[src/rtl/dec_nx_bist.sv]
// ---------------------------------------------------------------------------
// dec_nx_bist
//
// Registered N-to-2**N one-hot decoder with enable, runtime fault injection
// and a built-in self-test sequencer that sweeps every code and reports the
// number of failing codes and the lowest failing code.
//
// Parameters:
//   N           address width, 2..6; output width is 2**N
//
// Ports:
//   clk         system clock, all state updates on the rising edge
//   rst         synchronous active-high reset
//   en          normal-mode decode enable
//   a           normal-mode address
//   fault_sel   bit0: upper half of the output stuck at 0
//               bit1: address LSB inverted
//   start       single-cycle pulse that launches a BIST sweep
//   d           registered decoder output
//   busy        high while the sweep or its final check is in progress
//   done        high once a sweep has finished; results are held
//   pass        valid with done, 1 when no code failed
//   err_cnt     number of failing codes in the last sweep
//   first_fail  lowest failing code in the last sweep
//   fail_vld    first_fail holds a valid code
// ---------------------------------------------------------------------------
module dec_nx_bist #(
    parameter int N = 4
) (
    input  logic             clk,
    input  logic             rst,
    input  logic             en,
    input  logic [N-1:0]     a,
    input  logic [1:0]       fault_sel,
    input  logic             start,
    output logic [2**N-1:0]  d,
    output logic             busy,
    output logic             done,
    output logic             pass,
    output logic [N:0]       err_cnt,
    output logic [N-1:0]     first_fail,
    output logic             fail_vld
);

    localparam int W = 2**N;
    localparam int H = W / 2;

    localparam logic [W-1:0] ONE_HOT0 = {{(W-1){1'b0}}, 1'b1};
    localparam logic [N-1:0] CNT_ONE  = {{(N-1){1'b0}}, 1'b1};
    localparam logic [N:0]   ERR_ONE  = {{N{1'b0}}, 1'b1};
    localparam logic [N:0]   ERR_MAX  = {1'b1, {N{1'b0}}};

    typedef enum logic [1:0] {
        IDLE  = 2'd0,
        RUN   = 2'd1,
        DRAIN = 2'd2,
        DONE  = 2'd3
    } state_t;

    state_t         state;
    state_t         state_nxt;

    logic [N-1:0]   cnt;
    logic [1:0]     fault_lat;

    logic           bist_mode;
    logic           start_acc;
    logic           last_code;

    logic           core_en;
    logic [N-1:0]   core_addr;
    logic [1:0]     core_fault;
    logic [N-1:0]   eff_addr;
    logic [W-1:0]   raw;

    logic           check_en;
    logic [N-1:0]   chk_code;
    logic [W-1:0]   ideal;
    logic           mismatch;

    logic [N:0]     err_nxt;
    logic [N-1:0]   ff_nxt;
    logic           fv_nxt;

    assign bist_mode = (state == RUN) || (state == DRAIN);
    assign busy      = bist_mode;
    // start is only honoured when no sweep is in progress
    assign start_acc = start && ((state == IDLE) || (state == DONE));
    assign last_code = (cnt == {N{1'b1}});

    // State register
    always_ff @(posedge clk) begin
        if (rst) begin
            state <= IDLE;
        end else begin
            state <= state_nxt;
        end
    end

    // Next-state logic: RUN spends one cycle per code, DRAIN checks the
    // output produced by the last code, DONE holds until the next start.
    always_comb begin
        state_nxt = state;
        case (state)
            IDLE:    if (start) state_nxt = RUN;
            RUN:     if (last_code) state_nxt = DRAIN;
            DRAIN:   state_nxt = DONE;
            DONE:    if (start) state_nxt = RUN;
            default: state_nxt = IDLE;
        endcase
    end

    // Decode core. During a sweep the counter drives the address with the
    // enable forced on, and the fault selection is the value captured at
    // start so that live changes cannot disturb the sweep.
    always_comb begin
        core_en    = bist_mode ? 1'b1 : en;
        core_addr  = bist_mode ? cnt : a;
        core_fault = bist_mode ? fault_lat : fault_sel;
        eff_addr   = core_addr ^ {{(N-1){1'b0}}, core_fault[1]};
        raw        = core_en ? (ONE_HOT0 << eff_addr) : '0;
        if (core_fault[0]) begin
            raw[W-1:H] = '0;
        end
    end

    // Result checking runs one cycle behind the sweep: the registered d
    // holds the response to the code applied last cycle, which is cnt-1.
    // In DRAIN the counter has wrapped to 0, so cnt-1 is the last code.
    always_comb begin
        check_en = ((state == RUN) && (cnt != '0)) || (state == DRAIN);
        chk_code = cnt - CNT_ONE;
        ideal    = ONE_HOT0 << chk_code;
        mismatch = check_en && (d != ideal);

        err_nxt  = err_cnt;
        ff_nxt   = first_fail;
        fv_nxt   = fail_vld;
        if (start_acc) begin
            err_nxt = '0;
            ff_nxt  = '0;
            fv_nxt  = 1'b0;
        end else if (mismatch) begin
            if (err_cnt != ERR_MAX) begin
                err_nxt = err_cnt + ERR_ONE;
            end
            if (!fail_vld) begin
                ff_nxt = chk_code;
                fv_nxt = 1'b1;
            end
        end
    end

    // Datapath registers. done and pass are computed from the next state
    // and next error count so they rise together with the final check.
    always_ff @(posedge clk) begin
        if (rst) begin
            d          <= '0;
            cnt        <= '0;
            fault_lat  <= '0;
            err_cnt    <= '0;
            first_fail <= '0;
            fail_vld   <= 1'b0;
            done       <= 1'b0;
            pass       <= 1'b0;
        end else begin
            d          <= raw;
            err_cnt    <= err_nxt;
            first_fail <= ff_nxt;
            fail_vld   <= fv_nxt;
            done       <= (state_nxt == DONE);
            pass       <= (state_nxt == DONE) && (err_nxt == '0);
            if (start_acc) begin
                cnt       <= '0;
                fault_lat <= fault_sel;
            end else if (state == RUN) begin
                cnt <= cnt + CNT_ONE;
            end
        end
    end

endmodule
[config.mk]
export PLATFORM = sky130hd
export DESIGN_NAME = dec_nx_bist
export DESIGN_NICKNAME = d
export VERILOG_FILES = /design/src/rtl/dec_nx_bist.sv
export SDC_FILE = /design/constraint.sdc
export NUM_CORES = 1
export LEC_CHECK = 0
export CAP_MARGIN = 10
export CORE_ASPECT_RATIO = 1.75
export CORE_MARGIN = 3
export CORE_UTILIZATION = 47
export DETAILED_ROUTE_END_ITERATION = 10
export MAX_ROUTING_LAYER = met4
export PLACE_DENSITY_LB_ADDON = 0.08
export SYNTH_ARGS = -nofsm -noshare
export SYNTH_HDL_FRONTEND = slang
export SYNTH_SLANG_ARGS = --single-unit
[constraint.sdc]
create_clock -name clk -period 2.9 [get_ports clk]
set_clock_uncertainty 0.2 [all_clocks]
set_input_delay 0.58 -clock clk [delete_from_list [all_inputs] [get_ports clk]]
set_output_delay 0.58 -clock clk [all_outputs]
set_load 0.1 [all_outputs]
==> results of run 1 <==
cell usage in the layout (no fill, tap or decap), types with 3 or more instances in the layout:
cell type        instances
nor2_1                  44
nor3_1                   5
o31ai_1                  3
nor2b_1                  4
nand4_1                  4
clkbuf_8                 5
buf_4                   54
dfxtp_1                 33
dfxtp_2                  3
nand3_1                  6
inv_1                   12
clkdlybuf4s50_1          9
a211oi_1                 4
ha_2                     3
mux2i_1                  5
ha_1                     8
a21oi_1                 10
nand2b_1                 3
o21ai_0                  3
xor2_1                   5
a31oi_1                  4
xnor2_1                  4
buf_6                    3
nand2_1                 22
and3_1                   3
o22ai_1                  3
registers in the layout, indices dropped and copies added, names as in the netlist:
register and count:
d 16, first_fail 4, state 2, cnt 4, err_cnt 5, fault_lat 2
pass 1, fail_vld 1, done 1
worst paths after layout:
| path | startpoint | end | slack, ps | cells after the start |
|---|---|---|---|---|
| max | cnt[0] | pass | 30 | 9 |
| min | fault_lat[0] | fault_lat[0] | 270 | 2 |
| max reg2reg | cnt[0] | pass | 30 | 9 |
| min reg2reg | fault_lat[0] | fault_lat[0] | 270 | 2 |
cell families (layout without fill, tap and decap cells):
| family | after synthesis | after routing | share of synthesized area (%) |
|---|---|---|---|
| AO/OA/AOI/OAI | 56 | 56 | 20.9 |
| AND/OR/NAND/NOR | 110 | 111 | 25.5 |
| multiplexers | 7 | 7 | 3.28 |
| adder cells (fa/ha/maj) | 11 | 11 | 6.34 |
| XOR/XNOR | 11 | 11 | 4.44 |
| flip-flops | 36 | 36 | 33.2 |
| buffers and inverters | 27 | 89 | 6.45 |
where the power goes:
part | leakage, nW | switching [mW] | internal [mW]
Clock | 0.0479 | 0.183 | 0.167
Combinational | 0.852 | 1.18 | 0.651
Sequential | 0.293 | 0.0783 | 0.578
Total | 1.19 | 1.44 | 1.40
metal layers:
layer	vias up	global-route usage [%]
li1	1047	-
met1	1001	23.5
met2	50	41.4
met3	19	3.49
met4	0	11.6
met5	-	-
area by class of cell:
type / instances / area (sq um) / share of cell area (%)
clock buffer: 5 / 68.8 / 2.38
timing repair buffer: 69 / 574 / 19.9
clock inverter: 3 / 18.8 / 0.650
sequential: 36 / 724 / 25.1
multi-input combinational: 196 / 1390 / 48.2
tap: 51 / 63.8 / 2.21
inverter: 12 / 45.0 / 1.56
stage by stage:
stage                     hold WS [ps]  worst slack [ps]  setup TNS (ps)  util (%)  instances
after global placement             256             -45.5            -127      59.9        357
after global routing               299             -93.6            -257      64.9        372
after CTS                          272              10.5               0      63.0        367
final                              270              29.7               0      64.9        372
after detailed placement           262              -101            -337      59.9        357
after floorplan                    225              22.1               0         -        258
critical path, cell delays in order (launching register included):
cell       delay, ps
dfxtp_2          330
buf_6            120
o31a_1           370
or4_1            420
a222oi_1         350
o311a_2          310
a31oi_4          120
a2bb2oi_2        180
o2111ai_2        120
o31ai_1          250
what timing repair did:
| item | CTS | global route |
|---|---|---|
| cloned | 0 | 2 |
| gates resized for setup | 7 | 11 |
| setup buffers | 2 | 3 |
| pin swaps | 7 | 9 |
| setup endpoints to repair | 6 | 9 |
==> run_results.csv, run 1 <==
group,metric,value,unit
status,outcome,"finished clean",
power_and_ir_drop,power.leakage,1.19,nW
yosys,ys_ff_latch,36,
floorplanning,die_w,57.4,microns
power_and_ir_drop,irDropWorstVdd,0.000662,V
sta,finalSetupViolCount,0,
routing,route.detailed.drc,0,
floorplanning,core-area,4440,sq um
grt,grt_max_degree,19,
clocking,clk_pin_slew_worst_paths,70,ps
yosys,ys_types,63,
sta,hold_viol_final,0,
final_layout,antennaDiodeCount,0,
yosys,synth-edff-count,0,
worst_setup_path,cp.arrival,2870,ps
min_path,hold_class,"flip-flop to flip-flop",
yosys,async_reset_ff_share,0,%
final_layout,drive_gt1_share,29.9,%
worst_setup_path,endpoint_kind,"flip-flop",
worst_setup_path,cp_data_required_time,2900,ps
routing,initialDrtViolationCount,110,
power_and_ir_drop,p_per_area,981,nW/um^2
grt,grt_pass1_vias,2011,
yosys,synth_cells,258,
clocking,cts.sinks,36,
routing,drt_pre_antenna_iters,4,
sta,rsz0062_at_grt,"true",
grt,track_usage,22.9,%
clocking,cts_hold_buffers,0,
floorplanning,rows,32,
floorplanning,die_h,95.9,microns
yosys,yosys_warnings,0,
floorplanning,fp.dieArea,5510,sq um
yosys,ys.flop_type,"dfxtp_1",
yosys,yosys-top-cells-area,"dfxtp_1 (33%), nor2_1 (7.6%), ha_1 (6.3%), nand2_1 (3.8%), mux2i_1 (2.8%)",
yosys,syn_nets,279,
yosys,synth.most_common_cell,"nor2_1",
placed_design,place_congestion,0.915,
sta,max_slew_margin,58.7,%
placed_design,dpl-instance-area,2660,sq um
sta,slew_violations,0,
final_layout,syn_to_final_growth,32.9,%
yosys,synth_area,2170,sq um
yosys,synth.avg_cell_area,8.42,sq um
floorplanning,start_util,48.9,%
worst_setup_path,start_kind,"flip-flop",
floorplanning,ios,39,
grt,grt_overflow,0,
placed_design,place_hpwl,4430,microns
sta,worst_pin_slew,619,ps
clocking,cts_root_buffer,"clkbuf_8",
yosys,synth_common_cells,"nor2_1 (44), dfxtp_1 (36), nand2_1 (22)",
yosys,yosys.area.top_type,"dfxtp_1",
routing,met2_length,3180,microns
final_layout,fin_area,2890,sq um
sta,fin_crit,2870,ps
grt,antenna_found_initial,0,
routing,wl_met1,2130,microns
routing,top_layer,"met4",
sta,max_freq,348,MHz
routing,drtAntennaViolNets,0,
routing,vias,2117,
yosys,synth_top_area_share,33.2,%
flow_run,cap_violations,0,
routing,drt_wl_total,5700,microns
final_layout,n_fill_cell,409,
power_and_ir_drop,power,2.83,mW
sta,period_share,99.0,%
placed_design,io_buffers,38,
final_layout,finalNetCount,341,
clocking,htreeDepth,2,
clocking,cts.path.max_buffers,2,
routing,wl_per_cell,15.3,microns
worst_setup_path,critical_path.max_fanout,5,
yosys,synth_seq_area_share,33.2,%
grt,grt_pass1_wl,9550,microns
routing,met3_length,182,microns
clocking,clock_latency,290,ps
clocking,cts_tree,"yes",
clocking,cts_made_buffers,5,
routing,viasPerCell,5.69,
worst_setup_path,crit_type,"flip-flop to flip-flop",
Power figures use the tool's default switching activity.
==> run 2: changes to the inputs <==
CTS_BUF_LIST = sky130_fd_sc_hd__clkbuf_8 sky130_fd_sc_hd__clkbuf_16   (was default)
==> results of run 2 <==
Same layout as run 1: the final DEF is identical, and so are final timing and power.
==> run 3: changes to the inputs <==
CTS_CLUSTER_SIZE = 20   (was default)
==> results of run 3 <==
Same layout as run 1: the final DEF is identical, and so are final timing and power.
